`src/rtl/serial_addsub_pkg.sv`:
```
// Shared types and sizing helpers for the bit-serial adder/subtractor.
package serial_addsub_pkg;

  typedef enum logic [1:0] {
    IDLE = 2'd0,
    RUN  = 2'd1,
    DONE = 2'd2
  } state_t;

  localparam int DEF_WIDTH = 4;
  localparam int CNT_W     = $clog2(DEF_WIDTH);

  // Bit-counter width for a given operand width; never narrower than one bit.
  function automatic int cnt_width(input int w);
    return (w < 2) ? 1 : $clog2(w);
  endfunction

endpackage

```
`src/rtl/serial_addsub_full_adder_bit.sv`:
```
// Single combinational full-adder cell shared by every bit position.
module full_adder_bit (
  input  logic a,
  input  logic b,
  input  logic cin,
  output logic s,
  output logic cout
);

  assign s    = a ^ b ^ cin;
  assign cout = (a & b) | (a & cin) | (b & cin);

endmodule

```
`src/rtl/serial_addsub.sv`:
```
// Bit-serial two's-complement add/subtract: one bit per clock, LSB first,
// through one full-adder cell and a carry flip-flop.
module serial_addsub
  import serial_addsub_pkg::*;
#(
  parameter int WIDTH = DEF_WIDTH
) (
  input  logic             clk,
  input  logic             rst,
  input  logic             start,
  input  logic             sub,
  input  logic [WIDTH-1:0] a,
  input  logic [WIDTH-1:0] b,
  output logic             busy,
  output logic             done,
  output logic [WIDTH-1:0] sum,
  output logic             cout,
  output logic             overflow
);

  localparam int CW = cnt_width(WIDTH);
  localparam logic [CW-1:0] LAST = CW'(WIDTH - 1);

  state_t           state;
  logic [WIDTH-1:0] a_sr, b_sr, r_sr;
  logic             c;
  logic [CW-1:0]    cnt;
  logic             s_bit, c_nxt;

  full_adder_bit u_fa (
    .a    (a_sr[0]),
    .b    (b_sr[0]),
    .cin  (c),
    .s    (s_bit),
    .cout (c_nxt)
  );

  always_ff @(posedge clk) begin
    if (rst) begin
      state    <= IDLE;
      a_sr     <= '0;
      b_sr     <= '0;
      r_sr     <= '0;
      c        <= 1'b0;
      cnt      <= '0;
      busy     <= 1'b0;
      done     <= 1'b0;
      sum      <= '0;
      cout     <= 1'b0;
      overflow <= 1'b0;
    end else begin
      done <= 1'b0;
      case (state)
        IDLE, DONE: begin
          // Subtract is A + ~B + 1: invert B here and seed the carry with sub.
          if (start) begin
            a_sr  <= a;
            b_sr  <= b ^ {WIDTH{sub}};
            c     <= sub;
            cnt   <= '0;
            state <= RUN;
            busy  <= 1'b1;
          end else begin
            state <= IDLE;
            busy  <= 1'b0;
          end
        end
        RUN: begin
          a_sr <= {1'b0, a_sr[WIDTH-1:1]};
          b_sr <= {1'b0, b_sr[WIDTH-1:1]};
          r_sr <= {s_bit, r_sr[WIDTH-1:1]};
          c    <= c_nxt;
          cnt  <= cnt + CW'(1);
          // On the MSB bit, c is the carry into the MSB and c_nxt the carry out.
          if (cnt == LAST) begin
            state    <= DONE;
            busy     <= 1'b0;
            done     <= 1'b1;
            sum      <= {s_bit, r_sr[WIDTH-1:1]};
            cout     <= c_nxt;
            overflow <= c ^ c_nxt;
          end
        end
        default: begin
          state <= IDLE;
          busy  <= 1'b0;
        end
      endcase
    end
  end

endmodule

```
`config.mk`:
```
export PLATFORM = sky130hd
export DESIGN_NAME = serial_addsub
export DESIGN_NICKNAME = d
export VERILOG_FILES = /design/src/rtl/serial_addsub_pkg.sv /design/src/rtl/serial_addsub_full_adder_bit.sv /design/src/rtl/serial_addsub.sv
export SDC_FILE = /design/constraint.sdc
export NUM_CORES = 1
export LEC_CHECK = 0
export ABC_AREA = 1
export CORE_ASPECT_RATIO = 1.25
export CORE_MARGIN = 2
export CORE_UTILIZATION = 53
export DETAILED_ROUTE_END_ITERATION = 6
export HOLD_SLACK_MARGIN = 0.15
export MAX_ROUTING_LAYER = met4
export PLACE_DENSITY_LB_ADDON = 0.15
export SYNTH_ARGS = -nofsm -noshare
export SYNTH_HDL_FRONTEND = slang
export SYNTH_HIERARCHICAL = 1
export SYNTH_SLANG_ARGS = --single-unit
```
`constraint.sdc`:
```
create_clock -name clk -period 3.15 [get_ports clk]
set_clock_uncertainty 0.05 [all_clocks]
set_input_delay 0.315 -clock clk [delete_from_list [all_inputs] [get_ports clk]]
set_output_delay 0.315 -clock clk [all_outputs]
set_load 0.02 [all_outputs]
```
Word-level counts from Yosys, hierarchy flattened
Index checks and enable logic that the tools add are counted.
{ "classes": {"n_addsub": 1, "bitwise": 10, "eq_ne": 5, "mux": 15, "n_reduce_logical": 6} }
{ "op_table": {"columns": ["cell", "count"], "rows": [
  ["$pmux W4 S2", 2],
  ["$mux W4", 2],
  ["$pmux W2 S2", 2],
  ["$mux W1", 5],
  ["$eq A2 B2 Y1 const B", 2],
  ["$mux W2", 2],
  ["$ne A2 B2 Y1 const B", 2],
  ["$pmux W1 S2", 2],
  ["$reduce_and A2 Y1", 2],
  ["$reduce_or A2 Y1", 2],
  ["$xor A4 B4 Y4", 1],
  ["$and A1 B1 Y1", 3],
  ["$xor A1 B1 Y1", 3],
  ["$add A2 B1 Y2 const B", 1],
  ["$eq A2 B1 Y1 const B", 1],
  ["$logic_not A2 Y1", 1],
  ["$or A1 B1 Y1", 2],
  ["$reduce_bool A2 Y1", 1],
  ["$not A1 Y1", 1]
]} }
{ "word_totals": {"register_bits": 25, "input_bits": 12, "elab_cells": 48} }

Depth between registers and ports, before layout
{ "depth": {"ltp_word": 4, "ltp_mapped": 7} }

Modules after synthesis
The synthesis kept the hierarchy.
{ "by_module_without_submodules": {"columns": ["module", "area_per_inst_um2", "cells_per_inst", "seq_area_each_um2", "n_inst"], "rows": [
  ["serial_addsub", 1002.2, 143, 480.5, 1],
  ["full_adder_bit", 20.0, 1, 0.0, 1]
]} }

Worst setup path after synthesis
OpenSTA, ideal clock, no wires.
{ "synth_path": {"path_kind": "flip-flop to flip-flop", "start": "register a_sr[0]", "end": "register overflow", "arrival_ps": 1051, "required_ps": 2984, "setup_slack_ps": 1933, "synth_period_minus_slack_ps": 1217, "path_buffers": 0, "stages_incl_launch_ff": 5, "path_cell_list": "dfxtp_1 -> fa_1 -> xor2_1 -> nor2_1 -> nor2_1"} }
{ "synth_via": {"elab_chain_cells": 4, "elab_cells_between_ends": 5, "classes_between": "5 x bitwise"} }
{ "synth_lines": {"columns": ["element", "line", "rtl"], "rows": [
  ["from (decl)", "serial_addsub.sv:25", "logic [WIDTH-1:0] a_sr, b_sr, r_sr;"],
  ["from (signal assigned)", "serial_addsub.sv:69", "a_sr <= {1'b0, a_sr[WIDTH-1:1]};"],
  ["$and A1 B1 Y1", "serial_addsub_full_adder_bit.sv:11", "assign cout = (a & b) | (a & cin) | (b & cin);"],
  ["$or A1 B1 Y1 * (2 in series)", "serial_addsub_full_adder_bit.sv:11", null],
  ["net c_nxt", "serial_addsub.sv:28", "logic s_bit, c_nxt;"],
  ["$xor A1 B1 Y1 *", "serial_addsub.sv:81", "overflow <= c ^ c_nxt;"],
  ["to (signal assigned)", "serial_addsub.sv:81", null],
  ["to (decl)", "serial_addsub.sv:18", "output logic overflow"]
]} }
The timed path passes the listed nets; every way through them passes the cells marked *.
A chain may end at the register's enable or synchronous reset.

Worst setup path in the final report
{ "layout_path": {"start": "register cout", "end": "output cout"} }
{ "layout_rtl": {"columns": ["element", "line", "rtl"], "rows": [
  ["from (decl)", "serial_addsub.sv:17", "output logic cout,"],
  ["from (signal assigned)", "serial_addsub.sv:80", "cout <= c_nxt;"]
]} }
No word-level cell between the ends.

==> flow_summary.toml <==
[finish]
fill_cells = 165
final_util = 0.702
mostFrequentLayoutCells = "48 x nand2_1, 24 x dfxtp_1, 19 x clkdlybuf4s50_1, 17 x inv_1, 13 x nor2_1"
design_area_um2 = 1250
drive_gt1_frac = 0.0732
multi_input_area_um2 = 449
final_common_cell = "nand2_1"
stdcell_count = 183
ff_latch_area_um2 = 480
n_antenna_cell = 0
synthToLayoutAreaGrowth_pct = 22.8
nNetsFinal = 179

[critical_path]
worstSetupPathType = "reg -> out"
worst_setup_path_start_kind = "flip-flop"
required_ns = 2.78
cp.arrival_ns = 1.28
cp_top_family = "buffers and inverters"
cp_max_fo = 2
slowest_delay_ns = 0.60
path_cells = "clkdlybuf4s50_1"
cp_slowest_cell = "clkdlybuf4s50_1"
critPathCaptureType = "primary output"
critPathLaunch = "cout"
path_buf_inv = 1
worst_r2r_startpoint = "a_sr[0]"

[route]
wl_mm = 2.00
via_per_inst = 5.14
avgRoutedWirePerCell_um = 10.9
drtAntennaViolNets = 0
drt_iter0_markers = 17
firstDrtPassIters = 4
num_vias = 941
drc = 0

[synth]
syn-cell-area_um2 = 1020
ys_seq_area_frac = 0.470
synth_xor_area_frac = 0.00857
synthAdderAreaFrac = 0.0318
synth-simple-area-share = 0.318
synth_top_family_by_area = "simple AND/OR/NAND/NOR gates"
avgSynthCellArea_um2 = 7.10
ys_ff_latch = 24
yosys-mux-area-fraction = 0
synth_compound_area_frac = 0.0808
synth_fp_nets = 158
syn-instance-count = 144
synth_cell_types = 17
yosys_warnings = 6

[sta]
period_share = 0.523
finalHoldViolCount = 0
fin_crit_ns = 1.65
setup_violations = 0
slew_violations = 0
worst_slew_pin_slew_ns = 0.393
grt_setup_unrepaired = "no"
fmax_mhz = 607
max-slew-margin-rel = 0.738
tns_ns = 0

[placement]
portBuffers = 19
dp_hpwl_mm = 1.55
dpl.cell_count = 179
routabilityCongestion = 0.822
placed_area_um2 = 1220

[pwr]
leakagePower_nw = 0.604
p_clk_frac = 0.284
p_switching_w = 0.000149
combPwrFrac = 0.141
switching_share = 0.259
finalPower_w = 0.000573
p_per_area_nw_per_um2 = 457
p_int_w = 0.000425
vdd.ir_drop.worst_uv = 243
seq_power_share = 0.575

[die]
die_w_um = 43.3
initial_core_util = 0.572
dieArea_um2 = 2300
fp-row-count = 17
die_height_um = 53.1
io_pins = 20
fp.coreArea_um2 = 1790

[grt]
grt.total_usage = 0.200
grt_pass1_wl_mm = 3.30
grt_pass1_vias = 871
grt_antenna_before_repair = 0
gr-total-overflow = 0
grt_max_degree = 16

[clocking]
cts.htree.levels = 1
clock_latency_ns = 0.32
ctsRootBufferMaster = "clkbuf_4"
ctsHoldBuffers = 0
clk_pin_slew_ns = 0.13
cts_setup_buffers = 0
cts_tree = "done"
clk_path_buf_depth = 2
cts_resized = 0
cts_buffers = 3
clock-sinks = 24

[worst_hold_path]
hp-start = "cnt[0]"
hold_path_class = "reg -> reg"

[status]
status = "finished clean"

[run]
drv_cap = 0
[area by class of cell]
type | count | share of cell area
Timing Repair Buffer | 19 | 0.152
Clock buffer | 4 | 0.0289
Sequential cell | 24 | 0.383
Inverter | 20 | 0.0598
Multi-Input combinational cell | 97 | 0.358
Tap cell | 19 | 0.0189
[power by group through the flow]
| stage | sequential, W | clock, W | combinational [W] |
|---|---|---|---|
| floorplan | 0.000336 | 0 | 0.0000519 |
| global placement | 0.000336 | 0 | 0.0000780 |
| detailed placement | 0.000337 | 0 | 0.0000804 |
| CTS | 0.000330 | 0.000166 | 0.0000809 |
| global route | 0.000332 | 0.000174 | 0.0000912 |
| finish | 0.000330 | 0.000163 | 0.0000805 |
[layer usage]
metal,part of all wire,GRT usage
met1,0.42,0.189
met2,0.51,0.368
met3,0.042,0.0410
met4,0.028,0.121
met5,0,-
[cells by family (layout without fill, tap and decap cells)]
family	count (synthesis)	after routing
compound gates	16	16
simple gates	78	78
fa+ha+maj	2	2
buf+inv	23	43
flops	24	24
xor+xnor	1	1
[cell usage after synthesis]
cell,number,area [µm²]
a21oi_1,9,45.0
buf_2,2,10.0
buf_4,1,7.51
dfxtp_1,24,480
fa_1,1,20.0
ha_1,1,12.5
inv_1,17,63.8
inv_2,3,11.3
nand2_1,48,180
nand2_2,2,12.5
nand3_1,12,60.1
nor2_1,13,48.8
nor2_2,2,12.5
nor2_4,1,11.3
o21a_1,1,7.51
o21ai_0,6,30.0
xor2_1,1,8.76
[registers in the layout, indices dropped and copies added (netlist names)]
register and cells:
overflow 1, cout 1, c 1, sum 4
state 2, r_sr 3, b_sr 4, busy 1
cnt 2, a_sr 4, done 1
[final timing paths]
kind,endpoint,slack (ns),cells past startpoint
max,cout,1.50,1
min,cnt[0],0.43,1
max reg2reg,overflow,1.86,4
min reg2reg,cnt[0],0.43,1
[metrics by stage]
stage               hold WS (ns)  setup WS (ns)
floorplan                  0.378           1.93
global placement           0.400           1.47
detailed placement         0.406           1.40
CTS                        0.425           1.50
global route               0.448           1.46
finish                     0.425           1.50
[worst reg2reg max path, stage by stage, from the launching register on]
cell and delay [ns]:
dfxtp_1 0.36, fa_1 0.48, xor2_1 0.17, nor2_1 0.10
nor2_1 0.05
Power figures use the tool's default switching activity.
